**src/rtl/alu181_seq_engine.sv**
```systemverilog
// Slice-serial 74181 ALU: one 4-bit slice per clock, LSB first, registered inter-slice carry.
// Optional 7-segment scan of the result nibbles is built when ALU181_SEG_SCAN_EN is defined.
module alu181_seq_engine #(
    parameter int unsigned NUM_SLICES = 2,
    parameter int unsigned SCAN_DIV   = 16,
    localparam int unsigned WIDTH     = 4 * NUM_SLICES,
    localparam int unsigned DSEL_W    = (NUM_SLICES > 1) ? $clog2(NUM_SLICES) : 1
) (
    input  logic              clk,
    input  logic              rst,
    input  logic              in_valid,
    output logic              in_ready,
    input  logic [WIDTH-1:0]  a,
    input  logic [WIDTH-1:0]  b,
    input  logic [3:0]        s,
    input  logic              m,
    input  logic              ci,
    output logic              out_valid,
    input  logic              out_ready,
    output logic [WIDTH-1:0]  f,
    output logic              co,
    output logic              eq,
    output logic [7:0]        seg,
    output logic [DSEL_W-1:0] dig_sel
);

    localparam int unsigned CNT_W = (NUM_SLICES > 1) ? $clog2(NUM_SLICES) : 1;
    localparam logic [CNT_W-1:0] LAST = CNT_W'(NUM_SLICES - 1);

    typedef enum logic [1:0] {IDLE, RUN, DONE} state_t;

    state_t           state_q;
    logic [WIDTH-1:0] a_q, b_q, f_q, f_d;
    logic [3:0]       s_q;
    logic             m_q, cy_q, co_q, eq_q, out_valid_q, in_ready_q;
    logic [CNT_W-1:0] cnt_q;

    logic [3:0] na, nb, nf, x, y;
    logic [4:0] sum;
    logic       ncy;

    always_comb begin
        na  = a_q[{cnt_q, 2'b00} +: 4];
        nb  = b_q[{cnt_q, 2'b00} +: 4];
        x   = '0;
        y   = '0;
        sum = '0;
        nf  = '0;
        ncy = 1'b0;
        if (m_q) begin
            case (s_q)
                4'h0: nf = ~na;
                4'h1: nf = ~(na | nb);
                4'h2: nf = ~na & nb;
                4'h3: nf = '0;
                4'h4: nf = ~(na & nb);
                4'h5: nf = ~nb;
                4'h6: nf = na ^ nb;
                4'h7: nf = na & ~nb;
                4'h8: nf = ~na | nb;
                4'h9: nf = ~(na ^ nb);
                4'hA: nf = nb;
                4'hB: nf = na & nb;
                4'hC: nf = '1;
                4'hD: nf = na | ~nb;
                4'hE: nf = na | nb;
                default: nf = na;
            endcase
        end else begin
            case (s_q)
                4'h0: begin x = na;        y = '0;        end
                4'h1: begin x = na | nb;   y = '0;        end
                4'h2: begin x = na | ~nb;  y = '0;        end
                4'h3: begin x = '0;        y = '1;        end
                4'h4: begin x = na;        y = na & ~nb;  end
                4'h5: begin x = na | nb;   y = na & ~nb;  end
                4'h6: begin x = na;        y = ~nb;       end
                4'h7: begin x = na & ~nb;  y = '1;        end
                4'h8: begin x = na;        y = na & nb;   end
                4'h9: begin x = na;        y = nb;        end
                4'hA: begin x = na | ~nb;  y = na & nb;   end
                4'hB: begin x = na & nb;   y = '1;        end
                4'hC: begin x = na;        y = na;        end
                4'hD: begin x = na | nb;   y = na;        end
                4'hE: begin x = na | ~nb;  y = na;        end
                default: begin x = na;     y = '1;        end
            endcase
            sum = {1'b0, x} + {1'b0, y} + {4'b0000, cy_q};
            nf  = sum[3:0];
            ncy = sum[4];
        end
        f_d = f_q;
        f_d[{cnt_q, 2'b00} +: 4] = nf;
    end

    always_ff @(posedge clk) begin
        if (rst) begin
            state_q     <= IDLE;
            a_q         <= '0;
            b_q         <= '0;
            s_q         <= '0;
            m_q         <= 1'b0;
            f_q         <= '0;
            co_q        <= 1'b0;
            eq_q        <= 1'b0;
            cy_q        <= 1'b0;
            cnt_q       <= '0;
            out_valid_q <= 1'b0;
            in_ready_q  <= 1'b1;
        end else begin
            case (state_q)
                IDLE: begin
                    if (in_valid) begin
                        a_q        <= a;
                        b_q        <= b;
                        s_q        <= s;
                        m_q        <= m;
                        cy_q       <= ci;
                        cnt_q      <= '0;
                        in_ready_q <= 1'b0;
                        state_q    <= RUN;
                    end
                end
                RUN: begin
                    f_q  <= f_d;
                    cy_q <= ncy;
                    // co/eq only update on the final slice so they stay put until the result is complete
                    if (cnt_q == LAST) begin
                        cnt_q       <= '0;
                        co_q        <= ncy;
                        eq_q        <= &f_d;
                        out_valid_q <= 1'b1;
                        state_q     <= DONE;
                    end else begin
                        cnt_q <= cnt_q + CNT_W'(1);
                    end
                end
                DONE: begin
                    if (out_ready) begin
                        out_valid_q <= 1'b0;
                        in_ready_q  <= 1'b1;
                        state_q     <= IDLE;
                    end
                end
                default: state_q <= IDLE;
            endcase
        end
    end

    assign in_ready  = in_ready_q;
    assign out_valid = out_valid_q;
    assign f         = f_q;
    assign co        = co_q;
    assign eq        = eq_q;

`ifdef ALU181_SEG_SCAN_EN
    localparam int unsigned PRE_W = (SCAN_DIV > 1) ? $clog2(SCAN_DIV) : 1;

    function automatic logic [7:0] hex7(input logic [3:0] v);
        case (v)
            4'h0: hex7 = 8'h3F;
            4'h1: hex7 = 8'h06;
            4'h2: hex7 = 8'h5B;
            4'h3: hex7 = 8'h4F;
            4'h4: hex7 = 8'h66;
            4'h5: hex7 = 8'h6D;
            4'h6: hex7 = 8'h7D;
            4'h7: hex7 = 8'h07;
            4'h8: hex7 = 8'h7F;
            4'h9: hex7 = 8'h6F;
            4'hA: hex7 = 8'h77;
            4'hB: hex7 = 8'h7C;
            4'hC: hex7 = 8'h39;
            4'hD: hex7 = 8'h5E;
            4'hE: hex7 = 8'h79;
            default: hex7 = 8'h71;
        endcase
    endfunction

    logic [PRE_W-1:0]  pre_q;
    logic              pre_wrap;
    logic [DSEL_W-1:0] dig_sel_q, dig_sel_d;
    logic [7:0]        seg_q;

    always_comb begin
        pre_wrap  = (pre_q == PRE_W'(SCAN_DIV - 1));
        dig_sel_d = dig_sel_q;
        if (pre_wrap) begin
            dig_sel_d = (dig_sel_q == DSEL_W'(NUM_SLICES - 1)) ? '0 : dig_sel_q + DSEL_W'(1);
        end
    end

    // seg is decoded against the digit index being loaded so both registers change on the same edge
    always_ff @(posedge clk) begin
        if (rst) begin
            pre_q     <= '0;
            dig_sel_q <= '0;
            seg_q     <= '0;
        end else begin
            pre_q     <= pre_wrap ? '0 : pre_q + PRE_W'(1);
            dig_sel_q <= dig_sel_d;
            seg_q     <= hex7(f_q[{dig_sel_d, 2'b00} +: 4]);
        end
    end

    assign seg     = seg_q;
    assign dig_sel = dig_sel_q;
`else
    assign seg     = '0;
    assign dig_sel = '0;
`endif

endmodule

```
**config.mk**
```make
export PLATFORM = sky130hd
export DESIGN_NAME = alu181_seq_engine
export DESIGN_NICKNAME = d
export VERILOG_FILES = /design/src/rtl/alu181_seq_engine.sv
export SDC_FILE = /design/constraint.sdc
export NUM_CORES = 1
export LEC_CHECK = 0
export CAP_MARGIN = 20
export CORE_MARGIN = 3
export CORE_UTILIZATION = 55
export DETAILED_ROUTE_END_ITERATION = 8
export GPL_TIMING_DRIVEN = 0
export MAX_ROUTING_LAYER = met4
export PLACE_DENSITY = 0.81
export RECOVER_POWER = 100
export SYNTH_ARGS = -nofsm -noshare
export SYNTH_HDL_FRONTEND = slang
export SYNTH_SLANG_ARGS = --single-unit
```
**constraint.sdc**
```tcl
create_clock -name clk -period 8.2 [get_ports clk]
set_input_delay 1.23 -clock clk [delete_from_list [all_inputs] [get_ports clk]]
set_output_delay 1.23 -clock clk [all_outputs]
set_load 0.005 [all_outputs]
```
==> impl_metrics.json, run 1 <==
{
  "root_buffer": "clkbuf_8",
  "io_buffers": 37,
  "min_period_over_period": 0.5692,
  "overflow": 0,
  "htreeDepth": 2,
  "postCtsSetupRepairBufs": 0,
  "intPower_uw": 351.1,
  "grt_pass1_vias": 2786,
  "rsz0062_at_grt": "no",
  "synthCells": 391,
  "power_frac_clock": 0.304,
  "synth_warnings": 0,
  "grt_max_degree": 14,
  "peakVddDrop_mv": 0.1287,
  "chipWidth_um": 78.19,
  "min-delay-start": "f[5]",
  "gp_congestion": 1.033,
  "min_path_type": "register to register",
  "total_power_uw": 528.8,
  "synth.avg_cell_area_um2": 7.331,
  "clock.fmax_mhz": 214.3,
  "synthFlopType": "dfxtp_1",
  "reg2reg_to": "f[6]",
  "cts_resized": 0,
  "n_antenna_cell": 0,
  "ff2ff_setup_slack_ns": 3.53,
  "power_frac_comb": 0.320,
  "cp.required_ns": 8.36,
  "grt_util_all_layers": 0.2770,
  "clock_sinks": 37,
  "die_h_um": 78.19,
  "clockBufferDepth": 2,
  "synth_seq_cells": 37,
  "relSlewSlack": 0.5102,
  "netSwitchingFraction": 0.3360,
  "drive_above_1_share": 0.09009,
  "fin_crit_ns": 4.667,
  "dr.pass1.iters": 5,
  "worstSetupPathType": "register to register",
  "wl_per_cell_um": 15.76,
  "clock_skew_ns": 0.009658,
  "placementRows": 25,
  "start_util": 0.5874,
  "power_switching_uw": 177.7,
  "dp_hpwl_um": 6242,
  "final_nets": 490,
  "die_area_um2": 6114,
  "max_cap_viol_count": 0,
  "yosys.cell_types.count": 57,
  "io_pins": 47,
  "tns_ns": 0,
  "end_kind": "register",
  "antenna_found_initial": 0,
  "power.density_nw_per_um2": 153.0,
  "routed_wl_um": 8052,
  "hold_viol": 0,
  "critPathMaxFanout": 8,
  "slew_viol_final": 0,
  "drc": 0,
  "fillers": 426,
  "pwr-share-seq": 0.377,
  "ys_async_sr_fraction": 0,
  "vias": 3035,
  "cp-start-kind": "register",
  "clock_latency_ns": 0.29,
  "clk_pin_slew_worst_paths_ns": 0.08,
  "cts_buffers": 5,
  "hold_end": "f[5]",
  "area_growth_pct": 20.60,
  "worstReg2RegStart": "cnt_q",
  "hold_depth": 2,
  "cts-hold-fix-buffers": 0,
  "worst_pin_slew_ns": 0.7143,
  "p_leak_uw": 0.001360,
  "core_um2": 4880,
  "arrival_ns": 4.83,
  "ant_nets": 0,
  "grt_pass1_wl_um": 13370,
  "setup_viol": 0,
  "status": "finished, final reports clean",
  "rr_worst_depth": 17,
  "syn_area_um2": 2866,
  "synth-edff-count": 0,
  "ys_seq_area_frac": 0.2584,
  "cts_tree": "done",
  "first_iter_violations": 292,
  "avgViaCountPerCell": 5.939
}
[cells in the mapped netlist, types with 3 or more instances]
cell type  count  share of area
a211oi_1       4          0.010
inv_1         11          0.014
o32ai_1        3         0.0092
nand3b_1      10          0.026
nand2b_1      13          0.028
o22ai_1        4         0.0087
mux2i_2        3          0.014
nor2_1        24          0.031
o21ai_0       13          0.023
clkbuf_1      13          0.017
buf_2         10          0.017
o21ai_1        5         0.0087
mux2i_1        8          0.028
dfxtp_1       37           0.26
inv_2          3         0.0039
nand2_1       77           0.10
buf_4         10          0.026
nor2b_1        6          0.013
nor3_1         6          0.010
nand3_1        9          0.016
ha_1          19          0.083
nor4_1         3         0.0065
o2bb2ai_1      4          0.012
a31oi_1        3         0.0065
a21oi_1       51          0.089
o211ai_1       3         0.0079
o22a_1         3         0.0092
[worst max path at each step]
stage,slack [ns],cells past startpoint,end,startpoint
floorplan,4.87,17,f[6],cnt_q
global placement,4.24,17,f[6],cnt_q
detailed placement,4.26,16,f[6],cnt_q
CTS,4.25,16,f[6],cnt_q
global route,3.33,17,eq,cnt_q
finish,3.53,17,f[6],cnt_q
[cell usage in the layout, fill, tap and decap left out, types with 4 or more instances in the layout]
cell,netlist,layout
nand2_1,77,77
a21oi_1,51,51
dfxtp_1,37,37
nor2_1,24,24
clkdlybuf4s50_1,0,23
ha_1,19,19
clkbuf_1,13,14
o21ai_0,13,14
dlygate4sd3_1,0,14
nand2b_1,13,13
inv_1,11,11
buf_2,10,10
nand3b_1,10,10
mux2i_1,8,9
nand3_1,9,9
buf_4,10,9
conb_1,1,9
nor3_1,6,6
nor2b_1,6,6
clkbuf_8,0,5
a211oi_1,4,4
o22ai_1,4,4
o21ai_1,5,4
o2bb2ai_1,4,4
[layer usage]
layer / wire length [um] / GRT usage
met3: 537 / 0.04587
met1: 3476 / 0.3545
met2: 3812 / 0.4426
met5: 0 / -
met4: 225 / 0.1014
[critical path, cell delays in order (launching register included)]
cell	delay, ns
dfxtp_1	0.31
clkbuf_1	0.47
mux2i_1	0.69
inv_1	0.14
ha_1	0.27
nand3b_1	0.10
a21oi_1	0.09
a211o_1	0.26
mux2i_1	0.19
fa_1	0.22
inv_1	0.05
fa_1	0.40
xnor2_1	0.23
nor2_1	0.10
a2111oi_0	0.55
a31oi_2	0.26
nand3_1	0.14
a21oi_1	0.06
[power by group through the flow]
| stage | registers (uW) | clock network [uW] | logic (uW) |
|---|---|---|---|
| floorplan | 202 | 0 | 115 |
| global placement | 203 | 0 | 165 |
| detailed placement | 203 | 0 | 166 |
| CTS | 199 | 164 | 167 |
| global route | 201 | 170 | 184 |
| finish | 199 | 161 | 169 |
[final cells by class]
class	instances	area, um2	area share
Tap cell	67	83.83	0.02425
Timing Repair Buffer	37	370.4	0.1071
Multi-Input combinational cell	314	1913	0.5534
Buffer	34	181.4	0.05248
Inverter	14	52.55	0.01520
Clock buffer	5	68.82	0.01991
Sequential cell	37	740.7	0.2143
Clock inverter	3	46.29	0.01339
[stage by stage]
stage	hold WS, ns	setup WS, ns	cells	utilization	area, um2
finish	0.4564	3.533	511	0.7085	3457
global placement	0.4428	4.242	503	0.6867	3351
detailed placement	0.4530	4.260	503	0.6867	3351
floorplan	0.4357	4.874	399	-	2897
CTS	0.4641	4.247	511	0.7103	3466
global route	0.4870	3.333	511	0.7085	3457
[cells by family after synthesis]
group | count (synthesis) | share of synthesized area
adders and majority gates | 21 | 0.09690
other | 1 | 0.001308
buffers and inverters | 48 | 0.08293
DFF | 37 | 0.2584
and+or+nand+nor | 160 | 0.2636
muxes | 14 | 0.05805
xor gates and xnor gates | 2 | 0.006112
AOI/OAI and AO/OA | 108 | 0.2326
[registers in the layout (all words and copies together), names as in the netlist]
| register | count |
|---|---|
| s_q | 4 |
| in_ready | 1 |
| cy_q | 1 |
| out_valid | 1 |
| f | 8 |
| co | 1 |
| b_q | 8 |
| m_q | 1 |
| eq | 1 |
| cnt_q | 1 |
| state_q | 2 |
| a_q | 8 |
Note: power is estimated with default switching activity, not from simulation.
==> run 2, diff against run 1 <==
--- a/config.mk
+++ b/config.mk
@@ -7,11 +7,11 @@
 export LEC_CHECK = 0
 export CAP_MARGIN = 20
 export CORE_MARGIN = 3
-export CORE_UTILIZATION = 55
+export CORE_UTILIZATION = 49
 export DETAILED_ROUTE_END_ITERATION = 8
 export GPL_TIMING_DRIVEN = 0
 export MAX_ROUTING_LAYER = met4
-export PLACE_DENSITY = 0.81
+export PLACE_DENSITY = 0.76
 export RECOVER_POWER = 100
 export SYNTH_ARGS = -nofsm -noshare
 export SYNTH_HDL_FRONTEND = slang
==> constraint.sdc (replaced) <==
create_clock -name clk -period 4.2 [get_ports clk]
set_input_delay 0.63 -clock clk [delete_from_list [all_inputs] [get_ports clk]]
set_output_delay 0.63 -clock clk [all_outputs]
set_load 0.005 [all_outputs]
==> impl_metrics.json, run 2 (synthesis gave the netlist of run 1 again) <==
{
  "clock_skew_ns": 0.008343,
  "drc": 0,
  "slew_viol_final": 0,
  "io_buffers": 37,
  "placed_cells": 508,
  "die_h_um": 82.49,
  "critPathMaxFanout": 10,
  "setup_viol": 0,
  "cpMaxStageDelayCell": "clkbuf_1",
  "antenna_found_initial": 0,
  "clk_pin_slew_worst_paths_ns": 0.08,
  "stdcell_count": 516,
  "power.density_nw_per_um2": 281.6,
  "grt_pass1_vias": 2652,
  "io_pins": 47,
  "first_iter_violations": 219,
  "final_common_cell": "nand2_1",
  "cp-start-kind": "register",
  "clock.fmax_mhz": 249.7,
  "fin_ws_ns": 0.1944,
  "tns_ns": 0,
  "cts-hold-fix-buffers": 0,
  "relSlewSlack": 0.5466,
  "chipWidth_um": 82.49,
  "grt_max_degree": 13,
  "clockBufferDepth": 2,
  "final_nets": 490,
  "avgViaCountPerCell": 5.769,
  "die_area_um2": 6804,
  "worst_pin_slew_ns": 0.6612,
  "cp.required_ns": 4.37,
  "start_util": 0.5143,
  "clock_sinks": 37,
  "mostFrequentLayoutCells": "nand2_1, a21oi_1, dfxtp_1, nor2_1, clkdlybuf4s50_1",
  "min_period_over_period": 0.9537,
  "fin_crit_ns": 4.006,
  "core_um2": 5574,
  "dr.pass1.iters": 5,
  "min_path_type": "register to register",
  "cts_buffers": 5,
  "critPathMaxStageDelay_ns": 0.46,
  "cts_tree": "done",
  "cts_resized": 0,
  "postCtsSetupRepairBufs": 0,
  "end_kind": "register",
  "p_leak_uw": 0.001354,
  "area_growth_pct": 20.21,
  "ant_nets": 0,
  "overflow": 0,
  "n_antenna_cell": 0,
  "drive_above_1_share": 0.09234,
  "max_cap_viol_count": 0,
  "dp_hpwl_um": 6446,
  "status": "finished, final reports clean",
  "peakVddDrop_mv": 0.1776,
  "placementRows": 27,
  "hold_viol": 0,
  "routed_wl_um": 8281,
  "worstSetupPathType": "register to register",
  "pre_cts_ws_ns": 0.2025,
  "htreeDepth": 2,
  "wl_per_cell_um": 16.05,
  "arrival_ns": 4.17,
  "grt_util_all_layers": 0.2593,
  "clock_latency_ns": 0.29,
  "path_cells": "buf_2 -> clkbuf_1 -> nor2_1 -> nand2_1 -> o21ai_0 -> a222oi_1 -> fa_1 -> inv_1 -> fa_1 -> xnor2_1 -> nor2_1 -> a2111oi_1 -> a31oi_1 -> nand3_1 -> a21oi_1",
  "root_buffer": "clkbuf_8",
  "grt_pass1_wl_um": 12950,
  "rsz0062_at_grt": "no",
  "gp_congestion": 0.9484,
  "vias": 2977
}
-- run 2: cell types whose count changed in the layout (fill, tap and decap cells not counted), sizes merged --
cell	before	now
buf	20	21
bufinv	1	0
clkbuf	19	18
clkinv	1	2
-- run 2: power breakdown --
group          switching [uW]  internal [uW]
sequential               16.5            373
combinational             196            137
clock                     134            115
-- run 2: metrics by stage --
stage	utilization	instance area, um2	power, uW	hold slack, ns
floorplan	-	2897	618.0	0.4357
global placement	0.6022	3357	724.5	0.4413
detailed placement	0.6022	3357	725.4	0.4476
CTS	0.6177	3443	972.6	0.4580
global route	0.6182	3446	1026	0.4748
finish	0.6182	3446	970.3	0.4554
-- run 2: area by class of cell --
cell class | instances | area [um2]
Buffer | 34 | 185.2
Clock buffer | 5 | 68.82
Clock inverter | 3 | 17.52
Fill cell | 542 | 2128
Inverter | 14 | 52.55
Multi-Input combinational cell | 314 | 1921
Sequential cell | 37 | 740.7
Tap cell | 72 | 90.09
Timing Repair Buffer | 37 | 370.4
-- run 2: final timing paths --
check                            start    to  slack (ns)  cells after the start
worst min-delay path              f[6]  f[6]        0.46                      2
worst max register to register  s_q[2]  f[6]        0.19                     15
worst max-delay path            s_q[2]  f[6]        0.19                     15
worst min register to register    f[6]  f[6]        0.46                      2
-- run 2: worst max-delay path: cells and delay by family (launching register included) --
family / cells / cell delay [ns]
AO/OA/AOI/OAI: 5 / 1.26
AND/OR/NAND/NOR: 4 / 0.58
XOR/XNOR: 1 / 0.22
buffers and inverters: 3 / 0.75
flip-flops: 1 / 0.39
adder cells (fa/ha/maj): 2 / 0.67
-- run 2: metal layers --
metal / share of wire / global-route usage / vias up
met3: 0.067 / 0.04447 / 21
met1: 0.45 / 0.3342 / 1364
li1: - / - / 1456
met4: 0.029 / 0.1213 / 0
met2: 0.46 / 0.3942 / 136
met5: 0 / - / -
==> run 3, diff against run 2 <==
--- a/config.mk
+++ b/config.mk
@@ -7,12 +7,11 @@
 export LEC_CHECK = 0
 export CAP_MARGIN = 20
 export CORE_MARGIN = 3
-export CORE_UTILIZATION = 49
+export CORE_UTILIZATION = 54
 export DETAILED_ROUTE_END_ITERATION = 8
 export GPL_TIMING_DRIVEN = 0
 export MAX_ROUTING_LAYER = met4
-export PLACE_DENSITY = 0.76
-export RECOVER_POWER = 100
+export PLACE_DENSITY = 0.8
 export SYNTH_ARGS = -nofsm -noshare
 export SYNTH_HDL_FRONTEND = slang
 export SYNTH_SLANG_ARGS = --single-unit
==> constraint.sdc (replaced) <==
create_clock -name clk -period 3.95 [get_ports clk]
set_input_delay 0.5925 -clock clk [delete_from_list [all_inputs] [get_ports clk]]
set_output_delay 0.5925 -clock clk [all_outputs]
set_load 0.005 [all_outputs]
==> impl_metrics.json, run 3 (synthesis gave the netlist of run 1 again) <==
{
  "overflow": 0,
  "drive_above_1_share": 0.1099,
  "worstSetupPathType": "register to register",
  "peakVddDrop_mv": 0.4309,
  "arrival_ns": 3.97,
  "grt_max_degree": 12,
  "htreeDepth": 2,
  "critPathLaunch": "s_q[2]",
  "ant_nets": 0,
  "hold_viol": 0,
  "worst_pin_slew_ns": 0.6284,
  "routed_wl_um": 8648,
  "placed_cells": 503,
  "core_um2": 4911,
  "grt_util_all_layers": 0.2907,
  "critPathMaxStageDelay_ns": 0.45,
  "critPathMaxFanout": 10,
  "clock_sinks": 37,
  "min_period_over_period": 0.9633,
  "fin_ws_ns": 0.1449,
  "end_kind": "register",
  "fin_crit_ns": 3.805,
  "setup_viol": 0,
  "grt_pass1_vias": 2796,
  "cp.required_ns": 4.12,
  "final_common_cell": "nand2_1",
  "cts_tree": "done",
  "pre_cts_ws_ns": -0.04590,
  "cts_buffers": 5,
  "mostFrequentLayoutCells": "nand2_1, a21oi_1, dfxtp_1, clkdlybuf4s50_1, nor2_1",
  "die_area_um2": 6219,
  "final_nets": 493,
  "tns_ns": 0,
  "power.density_nw_per_um2": 313.7,
  "stdcell_area_um2": 3511,
  "antenna_found_initial": 0,
  "fin_util": 0.7149,
  "gp_congestion": 1.038,
  "n_antenna_cell": 0,
  "status": "finished, final reports clean",
  "clk_pin_slew_worst_paths_ns": 0.08,
  "rsz0062_at_grt": "no",
  "placementRows": 25,
  "relSlewSlack": 0.5690,
  "grt_pass1_wl_um": 13780,
  "dp_hpwl_um": 6586,
  "dpl_cell_area_um2": 3351,
  "endpoint": "f[6]",
  "root_buffer": "clkbuf_8",
  "wl_per_cell_um": 16.86,
  "start_util": 0.5837,
  "die_h_um": 78.86,
  "vias": 3069,
  "io_buffers": 37,
  "rr_worst_depth": 14,
  "max_cap_viol_count": 0,
  "slew_viol_final": 0,
  "critPathBufInv": 2,
  "reg2reg_to": "f[6]",
  "p_leak_uw": 0.001345,
  "dr.pass1.iters": 6,
  "stdcell_count": 513,
  "first_iter_violations": 323,
  "io_pins": 47,
  "area_growth_pct": 22.48,
  "min_path_type": "register to register",
  "clock_latency_ns": 0.29,
  "ff2ff_setup_slack_ns": 0.14,
  "clock.fmax_mhz": 262.8,
  "hold_depth": 2,
  "chipWidth_um": 78.86,
  "cp-start-kind": "register",
  "clockBufferDepth": 2,
  "cpMaxStageDelayCell": "clkbuf_1",
  "path_cells": "nand2b_1 -> clkbuf_1 -> a21oi_1 -> a21oi_2 -> mux2i_2 -> fa_1 -> inv_1 -> fa_1 -> xnor2_1 -> nor2_1 -> a2111oi_2 -> a31oi_2 -> nand3_1 -> a21oi_1",
  "crit_cells": 14,
  "clock_skew_ns": 0.01232,
  "worstReg2RegStart": "s_q[2]",
  "drc": 0,
  "avgViaCountPerCell": 5.982,
  "cpLargestDelayFamily": "compound AO/OA/AOI/OAI gates"
}
run 3: report_power, final:
part | internal [uW] | total, uW | switching [uW]
logic | 155 | 368 | 213
registers | 397 | 416 | 19.2
clock network | 184 | 317 | 134
total | 735 | 1100 | 366
run 3: cell type report:
| cell class | instances | area (um2) |
|---|---|---|
| multi-input cells | 314 | 1951 |
| fillers | 398 | 1400 |
| flip-flops and latches | 37 | 740.7 |
| repair buffers | 40 | 392.9 |
| plain buffers | 34 | 186.4 |
| well taps | 67 | 83.83 |
| clock buffers | 5 | 68.82 |
| inverters | 14 | 52.55 |
| clock inverters | 2 | 35.03 |
run 3: timing repair:
item	CTS	global route
setup endpoints to repair	3	3
pin swaps	0	1
hold buffers	0	0
setup buffers	0	3
resized for setup	2	6
run 3: tightest hold or removal path: stages (launching register included):
cell     delay [ns]
dfxtp_1        0.31
nand2_1        0.05
a21oi_1        0.05
run 3: layer usage:
layer  share of wire  track usage  up-vias
li1                -            -     1459
met1            0.40       0.3606     1412
met2            0.47       0.4584      174
met3           0.095      0.06122       24
met4           0.031       0.1289        0
met5               0            -        -
run 3: through the flow:
step / hold WS [ns] / power, uW
6_report: 0.4567 / 1101
5_1_grt: 0.4773 / 1152
4_1_cts: 0.4557 / 1083
3_5_place_dp: 0.4465 / 771.2
3_3_place_gp: 0.4424 / 764.9
2_1_floorplan: 0.4357 / 657.1
run 3: worst min path at each step:
stage,from,to,slack (ns)
after floorplan,a_q[2],a_q[2],0.44
after global placement,a_q[2],a_q[2],0.44
after detailed placement,b_q[6],b_q[6],0.45
after CTS,b_q[6],b_q[6],0.46
after global routing,b_q[6],b_q[6],0.48
final,b_q[6],b_q[6],0.46
